[src/rtl/if_fetch_unit_pkg.sv]
// Shared definitions for the instruction fetch stage: default widths,
// the NOP encoding used for pipeline bubbles, and the fetch FSM states.
package if_fetch_unit_pkg;

    localparam int unsigned ADDR_W_DEF  = 32;
    localparam int unsigned INSTR_W_DEF = 32;

    // A bubble in IF/ID carries an all-zeros instruction word.
    localparam logic [INSTR_W_DEF-1:0] NOP_INSTR = '0;

    // REQ: request outstanding at PC. HELD: a returned word waits in the skid buffer.
    typedef enum logic {
        FS_REQ  = 1'b0,
        FS_HELD = 1'b1
    } fetch_state_e;

endpackage

[src/rtl/if_id_reg.sv]
// IF/ID pipeline register: loads a new {pc+4, instruction, valid} entry,
// inserts a bubble, or holds its contents. Bubble wins over load.
module if_id_reg
    import if_fetch_unit_pkg::*;
#(
    parameter int unsigned ADDR_W  = ADDR_W_DEF,
    parameter int unsigned INSTR_W = INSTR_W_DEF
) (
    input  logic               clk,
    input  logic               rst_n_i,
    input  logic               load_i,
    input  logic               bubble_i,
    input  logic [ADDR_W-1:0]  pc4_i,
    input  logic [INSTR_W-1:0] instr_i,
    output logic [ADDR_W-1:0]  pc4_o,
    output logic [INSTR_W-1:0] instr_o,
    output logic               valid_o
);

    logic [ADDR_W-1:0]  pc4_q;
    logic [INSTR_W-1:0] instr_q;
    logic               valid_q;

    // Register update: bubble clears the entry, load captures, otherwise hold.
    always_ff @(posedge clk or negedge rst_n_i) begin
        if (!rst_n_i) begin
            pc4_q   <= '0;
            instr_q <= INSTR_W'(NOP_INSTR);
            valid_q <= 1'b0;
        end else if (bubble_i) begin
            pc4_q   <= '0;
            instr_q <= INSTR_W'(NOP_INSTR);
            valid_q <= 1'b0;
        end else if (load_i) begin
            pc4_q   <= pc4_i;
            instr_q <= instr_i;
            valid_q <= 1'b1;
        end
    end

    assign pc4_o   = pc4_q;
    assign instr_o = instr_q;
    assign valid_o = valid_q;

endmodule

[src/rtl/if_fetch_unit.sv]
// Instruction fetch stage: owns the PC, talks to a variable-latency
// instruction memory, parks a returned word in a skid buffer while decode
// is frozen, and redirects on a taken branch from execute.
module if_fetch_unit
    import if_fetch_unit_pkg::*;
#(
    parameter int unsigned      ADDR_W   = ADDR_W_DEF,
    parameter int unsigned      INSTR_W  = INSTR_W_DEF,
    parameter logic [ADDR_W-1:0] RESET_PC = '0
) (
    input  logic               clk,
    input  logic               rst,
    input  logic               freeze,
    input  logic               branch_taken,
    input  logic [ADDR_W-1:0]  branch_address,
    output logic               imem_req,
    output logic [ADDR_W-1:0]  imem_addr,
    input  logic               imem_ready,
    input  logic [INSTR_W-1:0] imem_rdata,
    output logic [ADDR_W-1:0]  pc_out,
    output logic [INSTR_W-1:0] instruction_out,
    output logic               valid_out
);

    fetch_state_e       state_q, state_d;
    logic [ADDR_W-1:0]  pc_q, pc_d;
    logic [ADDR_W-1:0]  buf_pc4_q, buf_pc4_d;
    logic [INSTR_W-1:0] buf_instr_q, buf_instr_d;
    logic [ADDR_W-1:0]  pc_plus4;

    logic               ifid_load;
    logic               ifid_bubble;
    logic [ADDR_W-1:0]  ifid_pc4;
    logic [INSTR_W-1:0] ifid_instr;

    // Wraps silently modulo 2^ADDR_W.
    assign pc_plus4 = pc_q + ADDR_W'(4);

    // Request is only driven in REQ and is forced low while reset is held.
    assign imem_req  = rst && (state_q == FS_REQ);
    assign imem_addr = pc_q;

    // Next-state and IF/ID control: branch beats freeze beats normal flow.
    always_comb begin
        state_d     = state_q;
        pc_d        = pc_q;
        buf_pc4_d   = buf_pc4_q;
        buf_instr_d = buf_instr_q;
        ifid_load   = 1'b0;
        ifid_bubble = 1'b0;
        ifid_pc4    = pc_plus4;
        ifid_instr  = imem_rdata;

        if (branch_taken) begin
            // Any word returning this cycle belongs to the wrong path.
            pc_d        = branch_address;
            state_d     = FS_REQ;
            buf_pc4_d   = '0;
            buf_instr_d = '0;
            ifid_bubble = 1'b1;
        end else begin
            unique case (state_q)
                FS_REQ: begin
                    if (imem_ready) begin
                        pc_d = pc_plus4;
                        if (freeze) begin
                            buf_pc4_d   = pc_plus4;
                            buf_instr_d = imem_rdata;
                            state_d     = FS_HELD;
                        end else begin
                            ifid_load = 1'b1;
                        end
                    end else if (!freeze) begin
                        ifid_bubble = 1'b1;
                    end
                end
                FS_HELD: begin
                    if (!freeze) begin
                        ifid_load  = 1'b1;
                        ifid_pc4   = buf_pc4_q;
                        ifid_instr = buf_instr_q;
                        state_d    = FS_REQ;
                    end
                end
                default: state_d = FS_REQ;
            endcase
        end
    end

    // State, PC and skid buffer registers.
    always_ff @(posedge clk or negedge rst) begin
        if (!rst) begin
            state_q     <= FS_REQ;
            pc_q        <= RESET_PC;
            buf_pc4_q   <= '0;
            buf_instr_q <= '0;
        end else begin
            state_q     <= state_d;
            pc_q        <= pc_d;
            buf_pc4_q   <= buf_pc4_d;
            buf_instr_q <= buf_instr_d;
        end
    end

    if_id_reg #(
        .ADDR_W  (ADDR_W),
        .INSTR_W (INSTR_W)
    ) u_if_id_reg (
        .clk      (clk),
        .rst_n_i  (rst),
        .load_i   (ifid_load),
        .bubble_i (ifid_bubble),
        .pc4_i    (ifid_pc4),
        .instr_i  (ifid_instr),
        .pc4_o    (pc_out),
        .instr_o  (instruction_out),
        .valid_o  (valid_out)
    );

endmodule
[config.mk]
export PLATFORM = sky130hd
export DESIGN_NAME = if_fetch_unit
export DESIGN_NICKNAME = d
export VERILOG_FILES = /design/src/rtl/if_fetch_unit_pkg.sv /design/src/rtl/if_id_reg.sv /design/src/rtl/if_fetch_unit.sv
export SDC_FILE = /design/constraint.sdc
export NUM_CORES = 1
export LEC_CHECK = 0
export CAP_MARGIN = 40
export CORE_ASPECT_RATIO = 0.8
export CORE_UTILIZATION = 56
export CTS_CLUSTER_DIAMETER = 50
export DETAILED_ROUTE_END_ITERATION = 6
export GPL_ROUTABILITY_DRIVEN = 1
export PLACE_DENSITY = 0.88
export SLEW_MARGIN = 20
export SYNTH_ARGS = -nofsm -noshare
export SYNTH_HDL_FRONTEND = slang
export SYNTH_HIERARCHICAL = 1
export SYNTH_SLANG_ARGS = --single-unit
[constraint.sdc]
create_clock -name clk -period 3.1 [get_ports clk]
set_input_delay 0.62 -clock clk [delete_from_list [all_inputs] [get_ports clk]]
set_output_delay 0.62 -clock clk [all_outputs]
set_load 0.01 [all_outputs]
==> results of run 1 <==
per-layer routing:
| layer | routed length (microns) | vias to the layer above |
|---|---|---|
| met5 | 0 | - |
| met4 | 452 | 0 |
| met3 | 1580 | 44 |
| met2 | 9870 | 289 |
| met1 | 9010 | 3151 |
| li1 | - | 2951 |
worst max-delay path, stage by stage, from the launching register on:
cell     delay, ns
dfrtp_1       0.52
ha_1          0.40
nand2_1       0.28
nor3_4        0.34
nand4_1       0.23
xor2_1        0.22
a21oi_1       0.09
mux2i_1       0.16
nor2_1        0.06
state kept, by name, indices dropped and copies added (netlist names):
name / cells
buf_instr_q: 32
buf_pc4_q: 32
imem_addr: 32
u_if_id_reg/instr_o: 32
u_if_id_reg/pc4_o: 32
state_q: 1
u_if_id_reg/valid_o: 1
power breakdown:
part | switching, mW | total, mW | internal [mW]
logic | 0.375 | 0.758 | 0.382
registers | 0.131 | 2.35 | 2.22
clock network | 0.930 | 2.14 | 1.21
total | 1.44 | 5.25 | 3.81
metrics by stage:
| step | std cells | worst slack (ns) | util | total power [mW] | cell area (sq um) |
|---|---|---|---|---|---|
| floorplan | 763 | 0.935 | - | 2.75 | 8010 |
| detailed placement | 1072 | 0.449 | 0.712 | 3.13 | 9780 |
| global placement | 1071 | 0.486 | 0.710 | 3.10 | 9760 |
| CTS | 1104 | 0.760 | 0.755 | 5.27 | 10400 |
| finish | 1104 | 0.696 | 0.755 | 5.25 | 10400 |
| global route | 1104 | 0.519 | 0.755 | 5.43 | 10400 |
cell families after synthesis:
group                      after synthesis  synth area share
adders and majority gates                1           0.00156
AOI/OAI and AO/OA                      125            0.0958
and+or+nand+nor                        262             0.158
DFF                                    162             0.506
muxes                                  103             0.135
xor gates and xnor gates                56            0.0613
buffers and inverters                   54            0.0417
final cells by class:
class	count	area share
sequential	162	0.391
multi-input combinational	547	0.351
timing repair buffer	181	0.179
clock buffer	18	0.0413
tap	180	0.0217
clock inverter	14	0.0162
inverter	2	0.000723
how the worst max path moves through the flow:
stage | from | end | slack (ns) | cells after the start
3_5_place_dp | imem_ready | buf_pc4_q[12]$_DFFE_PN0P_ | 0.45 | 6
3_3_place_gp | imem_ready | buf_pc4_q[12]$_DFFE_PN0P_ | 0.49 | 6
5_1_grt | imem_addr[2]$_DFFE_PN0P_ | u_if_id_reg/pc4_o[28]$_DFFE_PN0P_ | 0.52 | 8
6_report | imem_addr[2]$_DFFE_PN0P_ | u_if_id_reg/pc4_o[28]$_DFFE_PN0P_ | 0.70 | 8
2_1_floorplan | branch_taken | u_if_id_reg/pc4_o[10]$_DFFE_PN0P_ | 0.93 | 8
4_1_cts | imem_addr[2]$_DFFE_PN0P_ | u_if_id_reg/pc4_o[28]$_DFFE_PN0P_ | 0.76 | 8
cells in the final DEF, fill, tap and decap left out, types with 5 or more instances in the layout:
master	n
a21oi_1	30
a22o_1	35
buf_12	5
buf_4	9
clkbuf_16	17
clkdlybuf4s50_1	164
dfrtp_1	162
inv_6	5
mux2_2	38
mux2i_1	65
nand2_1	75
nand3_1	13
nand4_1	11
nor2_1	110
nor3_1	17
o21ai_0	50
o21ai_1	6
xnor2_1	33
xor2_1	23
==> results.json, run 1 <==
{
  "io_pins": 167,
  "vias": 6435,
  "cts_tree": "built",
  "synth_edf_count": 0,
  "final-seq-area_sq_mm": 0.00405,
  "powerDensity_mw_per_mm2": 506,
  "finalSetupViolCount": 0,
  "path_clk_slew_ns": 0.07,
  "initial_core_util": 0.583,
  "cts_buffers": 17,
  "crit_path_start_kind": "register",
  "r2r_cells": 8,
  "end_kind": "register",
  "drt_iter0_drc": 614,
  "cts_hold_buf": 0,
  "grt_busiest_layer": "met2",
  "vdd_drop_max_v": 0.000432,
  "grt_use_met3": 0.0586,
  "rrSetupSlack_ns": 0.70,
  "yosysTopAreaCell": "dfrtp_1",
  "slew_violations": 0,
  "vias_per_cell": 5.83,
  "cts_sinks": 162,
  "use_met1": 0.414,
  "grt_util_met2": 0.467,
  "fp.dieH_microns": 109,
  "worst-endpoint-arrival_ns": 2.71,
  "row_count": 38,
  "nets": 981,
  "p_leak_nw": 4.37,
  "drc": 0,
  "ys_ff_latch": 162,
  "relSlewSlack": 0.421,
  "clock_latency_ns": 0.43,
  "multi_input_area_sq_mm": 0.00364,
  "fill_cells": 964,
  "core_area_sq_mm": 0.0137,
  "status": "complete, no violations",
  "async_flop_share": 1.00,
  "fin_crit_ns": 2.40,
  "dr.pass1.iters": 6,
  "clk_path_buf_depth": 2,
  "drv_cap": 0,
  "holdWs_ns": 0.314,
  "rsz0062_at_grt": "no",
  "ys_seq_area_frac": 0.506,
  "dp_hpwl_mm": 13.8,
  "grt_pass1_vias": 6386,
  "synth_area_leaders": "dfrtp_1 51%, mux2i_1 8.1%, mux2_2 5.3%",
  "grt_pass1_wl_mm": 33.5,
  "grt_use_total": 0.299,
  "die_area_sq_mm": 0.0148,
  "dieWidth_microns": 136,
  "syn_inst": 763,
  "required_ns": 3.40,
  "postCtsSetupBuffers": 0,
  "totalNegativeSetupSlack_ns": 0,
  "io_buffers": 166,
  "grt_max_degree": 163,
  "antenna_found_initial": 0,
  "routedWlPerCell_microns": 18.9,
  "netlist_area_sq_mm": 0.00801,
  "skew_ns": 0.0108,
  "gp_congestion": 0.910,
  "synth_warnings": 6,
  "timing.rr.end": "u_if_id_reg/pc4_o[28]$_DFFE_PN0P_",
  "drt.antenna.violating_nets": 0,
  "path_class": "reg -> reg",
  "syn_nets": 833,
  "htree_levels": 4,
  "cts_resized": 0,
  "tightest_slew_ns": 0.868,
  "cts-root-buf": "clkbuf_16",
  "drive_gt1_frac": 0.120,
  "fin_crit_sh": 0.775,
  "worst_r2r_startpoint": "imem_addr[2]$_DFFE_PN0P_",
  "synth_cell_types": 44,
  "synth_most_common_cell": "dfrtp_1",
  "area_delta_synth_final_pct": 29.7,
  "min_path_type": "in -> async",
  "cp_max_fo": 7,
  "n_antenna_cell": 0,
  "netlist_top_cells_count": "162 x dfrtp_1, 111 x nor2_1, 76 x nand2_1",
  "avgSynthCellArea_sq_um": 10.5,
  "fmax_ghz": 0.416,
  "grt_overflow": 0,
  "hold_violations": 0,
  "netlist.area_leader.share": 0.506,
  "synth_top_flop_cell": "dfrtp_1",
  "wl_mm": 20.9
}
(Power assumes the default switching activity.)
==> run 2, diff against run 1 <==
--- a/config.mk
+++ b/config.mk
@@ -7,11 +7,11 @@
 export LEC_CHECK = 0
 export CAP_MARGIN = 40
 export CORE_ASPECT_RATIO = 0.8
-export CORE_UTILIZATION = 56
+export CORE_UTILIZATION = 52
 export CTS_CLUSTER_DIAMETER = 50
 export DETAILED_ROUTE_END_ITERATION = 6
 export GPL_ROUTABILITY_DRIVEN = 1
-export PLACE_DENSITY = 0.88
+export PLACE_DENSITY = 0.83
 export SLEW_MARGIN = 20
 export SYNTH_ARGS = -nofsm -noshare
 export SYNTH_HDL_FRONTEND = slang
==> constraint.sdc (replaced) <==
create_clock -name clk -period 2.4 [get_ports clk]
set_input_delay 0.48 -clock clk [delete_from_list [all_inputs] [get_ports clk]]
set_output_delay 0.48 -clock clk [all_outputs]
set_load 0.01 [all_outputs]
==> results.json, run 2 (synthesis results as in run 1) <==
{
  "drt.antenna.violating_nets": 0,
  "critPathTopFamily": "buffers and inverters",
  "hold_violations": 0,
  "drc": 0,
  "row_count": 40,
  "totalNegativeSetupSlack_ns": 0,
  "cts_hold_buf": 0,
  "p_clk_frac": 0.411,
  "gp_congestion": 0.949,
  "r2r_cells": 5,
  "grt_max_degree": 163,
  "crit_buf_inv": 1,
  "postCtsSetupBuffers": 0,
  "critical_path.startpoint": "imem_addr[4]$_DFFE_PN0P_",
  "swShare": 0.259,
  "nets": 991,
  "grt_overflow": 0,
  "slew_violations": 0,
  "cp.depth": 1,
  "grt_pass1_vias": 6408,
  "clock_latency_ns": 0.43,
  "fmax_ghz": 0.465,
  "die_area_sq_mm": 0.0159,
  "dr.pass1.iters": 5,
  "htree_levels": 4,
  "cts_tree": "built",
  "core_area_sq_mm": 0.0150,
  "crit_path_start_kind": "register",
  "cts_buffers": 17,
  "seqPwrFrac": 0.444,
  "end_kind": "primary output",
  "rrSetupSlack_ns": 0.29,
  "required_ns": 1.92,
  "switching_power_mw": 1.77,
  "drt_iter0_drc": 520,
  "drive_gt1_frac": 0.130,
  "path_class": "reg -> out",
  "dp_hpwl_mm": 13.5,
  "rsz0062_at_grt": "no",
  "tightest_slew_ns": 0.860,
  "initial_core_util": 0.533,
  "finalSetupViolCount": 0,
  "n_antenna_cell": 0,
  "skew_ns": 0.0126,
  "final_cell_count_no_fill": 1123,
  "cts-root-buf": "clkbuf_16",
  "cts_sinks": 162,
  "dpl_worst_slack_ns": 0.0954,
  "cpMaxStageDelayCell": "clkdlybuf4s50_1",
  "vdd_drop_max_v": 0.000525,
  "p_comb_frac": 0.145,
  "p_int_mw": 5.07,
  "routedWlPerCell_microns": 18.3,
  "final_cell_mix": "164 x clkdlybuf4s50_1, 162 x dfrtp_1, 110 x nor2_1",
  "fin_util": 0.700,
  "fin_crit_sh": 0.896,
  "dp.cells": 1091,
  "drv_cap": 0,
  "cp_max_fo": 9,
  "path_clk_slew_ns": 0.06,
  "fp.dieH_microns": 113,
  "grt_use_total": 0.273,
  "layout_commonest_cell": "clkdlybuf4s50_1",
  "worst-endpoint-arrival_ns": 1.67,
  "fill_cells": 1122,
  "area_delta_synth_final_pct": 31.4,
  "wl_mm": 20.5,
  "vias": 6414,
  "io_buffers": 166,
  "min_path_type": "in -> async",
  "worst_r2r_startpoint": "imem_addr[4]$_DFFE_PN0P_",
  "io_pins": 167,
  "clk_path_buf_depth": 2,
  "relSlewSlack": 0.427,
  "status": "complete, no violations",
  "vias_per_cell": 5.71,
  "powerDensity_mw_per_mm2": 650,
  "max_stage_delay_ns": 0.65,
  "antenna_found_initial": 0,
  "cts_resized": 0,
  "p_leak_nw": 4.43,
  "critical_path.cell_chain": "clkdlybuf4s50_1",
  "dieWidth_microns": 141,
  "worst_slack_ns": 0.250,
  "p_total_mw": 6.84,
  "grt_pass1_wl_mm": 33.4,
  "fin_crit_ns": 2.15
}
run 2: per-layer routing:
layer  vias up  wire (microns)  share of wire  global-route usage
li1       2962               -              -                   -
met1      3167            9320           0.45               0.375
met2       252            9370           0.46               0.426
met3        33            1470          0.072              0.0673
met4         0             364          0.018              0.0942
met5         -               0              0                   0
run 2: final timing paths:
path | end
max | imem_addr[4]
min | u_if_id_reg/pc4_o[14]$_DFFE_PN0P_
max reg2reg | imem_addr[25]$_DFFE_PN0P_
min reg2reg | buf_pc4_q[23]$_DFFE_PN0P_
max in group asynchronous | u_if_id_reg/pc4_o[20]$_DFFE_PN0P_
min in group clk | buf_pc4_q[4]$_DFFE_PN0P_
run 2: power by group through the flow:
stage	sequential (mW)	combinational, mW	clock, mW
after floorplan	3.06	0.487	0
after global placement	3.07	0.971	0
after detailed placement	3.07	0.990	0
after CTS	3.03	0.995	2.85
after global routing	3.05	1.08	2.96
final	3.03	0.992	2.81
run 2: worst register-to-register path, stage by stage (launching register included):
cell     delay [ns]
dfrtp_1        0.60
and3_1         0.46
nand2_1        0.14
nor4_1         0.42
xor2_1         0.11
mux2_2         0.27
run 2: cell type report:
| type | count | area, sq um | area share |
|---|---|---|---|
| inverter | 2 | 7.51 | 0.000714 |
| sequential | 162 | 4050 | 0.386 |
| multi-input combinational | 547 | 3650 | 0.347 |
| clock inverter | 12 | 154 | 0.0146 |
| timing repair buffer | 191 | 1960 | 0.186 |
| tap | 189 | 236 | 0.0225 |
| clock buffer | 20 | 457 | 0.0434 |
run 2: per-stage QoR:
stage          instance area, sq um  hold slack (ns)
3_3_place_gp                   9900            0.461
2_1_floorplan                  8010            0.184
5_1_grt                       10500            0.310
4_1_cts                       10500            0.261
3_5_place_dp                   9900            0.471
6_report                      10500            0.219
==> run 3, diff against run 2 <==
==> constraint.sdc (replaced) <==
create_clock -name clk -period 2 [get_ports clk]
set_input_delay 0.4 -clock clk [delete_from_list [all_inputs] [get_ports clk]]
set_output_delay 0.4 -clock clk [all_outputs]
set_load 0.01 [all_outputs]
==> results.json, run 3 (synthesis results as in run 1) <==
{
  "core_area_sq_mm": 0.0150,
  "worst-endpoint-arrival_ns": 1.58,
  "path_clk_slew_ns": 0.06,
  "wl_met1_mm": 9.47,
  "wl_met3_mm": 1.34,
  "die_area_sq_mm": 0.0159,
  "grt_pass1_vias": 6614,
  "fin_crit_sh": 0.990,
  "powerDensity_mw_per_mm2": 805,
  "vias": 6586,
  "stdcell_area_sq_mm": 0.0111,
  "fp.dieH_microns": 113,
  "p_int_mw": 6.79,
  "nets": 1039,
  "grt_use_total": 0.283,
  "htree_levels": 4,
  "end_kind": "primary output",
  "hold_violations": 0,
  "grt_pass1_wl_mm": 34.4,
  "skew_ns": 0.00882,
  "drv_cap": 0,
  "layout_commonest_cell": "clkdlybuf4s50_1",
  "slew_violations": 0,
  "grt_max_degree": 163,
  "grt_overflow": 0,
  "cp_max_fo": 4,
  "totalNegativeSetupSlack_ns": 0,
  "clock_latency_ns": 0.43,
  "switching_power_mw": 2.17,
  "finalSetupViolCount": 0,
  "swShare": 0.242,
  "crit_path_start_kind": "register",
  "drive_gt1_frac": 0.190,
  "p_leak_nw": 4.78,
  "vias_per_cell": 5.62,
  "fin_crit_ns": 1.98,
  "io_buffers": 166,
  "vdd_drop_max_v": 0.000637,
  "dp_hpwl_mm": 14.1,
  "final_cell_mix": "162 x clkdlybuf4s50_1, 150 x dfrtp_1, 109 x nor2_1",
  "seqPwrFrac": 0.401,
  "required_ns": 1.60,
  "drt_iter0_drc": 492,
  "min_path_type": "in -> async",
  "r2r_cells": 8,
  "drc": 0,
  "io_pins": 167,
  "relSlewSlack": 0.351,
  "cts_sinks": 162,
  "fmax_ghz": 0.505,
  "n_antenna_cell": 0,
  "wl_mm": 21.4,
  "routedWlPerCell_microns": 18.3,
  "initial_core_util": 0.533,
  "cts_hold_buf": 0,
  "antenna_found_initial": 0,
  "place_area_sq_mm": 0.0103,
  "p_comb_frac": 0.155,
  "status": "complete, no violations",
  "routed.top_layer": "met4",
  "area_delta_synth_final_pct": 39.1,
  "p_clk_frac": 0.444,
  "gp_congestion": 0.900,
  "clk_path_buf_depth": 2,
  "path_class": "reg -> out",
  "drt.antenna.violating_nets": 0,
  "row_count": 40,
  "dieWidth_microns": 141,
  "cts_tree": "built",
  "fill_cells": 1040,
  "cts-root-buf": "clkbuf_16",
  "dr.pass1.iters": 6,
  "tightest_slew_ns": 0.974,
  "cts_buffers": 17,
  "met2_length_mm": 10.0
}
==> run 3: cell count changes in the layout (fill, tap and decap cells not counted), moves of 3 or more <==
cell	previous run	this run
buf_4	16	57
dfrtp_1	162	150
dfrtp_2	0	12
buf_12	9	16
bufinv_16	3	8
nor3_1	17	14
==> run 3: worst max-delay path, stage by stage (launching register included) <==
cell             delay [ns]
dfrtp_1                0.43
buf_4                  0.17
clkdlybuf4s50_1        0.54
==> run 3: worst paths after layout <==
| check | from | end | slack (ns) |
|---|---|---|---|
| max | imem_addr[12]$_DFFE_PN0P_ | imem_addr[12] | 0.02 |
| min | rst | imem_addr[3]$_DFFE_PN0P_ | 0.01 |
| max reg2reg | imem_addr[11]$_DFFE_PN0P_ | u_if_id_reg/pc4_o[15]$_DFFE_PN0P_ | 0.07 |
| min reg2reg | buf_pc4_q[18]$_DFFE_PN0P_ | buf_pc4_q[18]$_DFFE_PN0P_ | 0.48 |
| max in group asynchronous | rst | state_q$_DFF_PN0_ | 1.12 |
| min in group clk | branch_taken | state_q$_DFF_PN0_ | 0.34 |
==> run 3: routing by layer <==
metal	GRT usage	vias to the layer above
met1	0.382	3242
met4	0.120	0
li1	-	3047
met2	0.438	253
met3	0.0715	44
met5	0	-
==> run 3: layout make-up <==
cell class                 count  area (sq um)  area share
sequential                   162          4070       0.365
tap                          189           236      0.0212
clock buffer                  19           443      0.0398
inverter                       2          7.51    0.000674
clock inverter                13           278      0.0249
multi-input combinational    547          3690       0.331
timing repair buffer         239          2410       0.217
==> run 3: per-stage QoR <==
step / hold WS, ns / cells / utilization / power, mW / setup slack, ns
final: 0.0134 / 1171 / 0.742 / 8.96 / 0.0205
after global routing: 0.215 / 1171 / 0.742 / 9.27 / -0.0119
after CTS: 0.176 / 1164 / 0.734 / 8.98 / 0.00559
after detailed placement: 0.471 / 1132 / 0.686 / 4.99 / -0.0771
after global placement: 0.462 / 1132 / 0.686 / 4.96 / -0.0357
after floorplan: 0.104 / 763 / - / 4.26 / 0.0545
==> run 3: timing repair <==
| action | 4_1_cts | 5_1_grt |
|---|---|---|
| resized for setup | 4 | 18 |
| endpoints found under the hold margin | 0 | 0 |
| pin swaps | 0 | 4 |
| endpoints found under the setup margin | 4 | 23 |
| setup buffers | 0 | 7 |
==> run 3: power by group through the flow <==
| stage | Clock, mW | Combinational, mW | Sequential, mW |
|---|---|---|---|
| 2_1_floorplan | 0 | 0.585 | 3.68 |
| 3_3_place_gp | 0 | 1.33 | 3.63 |
| 3_5_place_dp | 0 | 1.36 | 3.64 |
| 4_1_cts | 4.02 | 1.37 | 3.59 |
| 5_1_grt | 4.17 | 1.49 | 3.61 |
| 6_report | 3.98 | 1.39 | 3.59 |
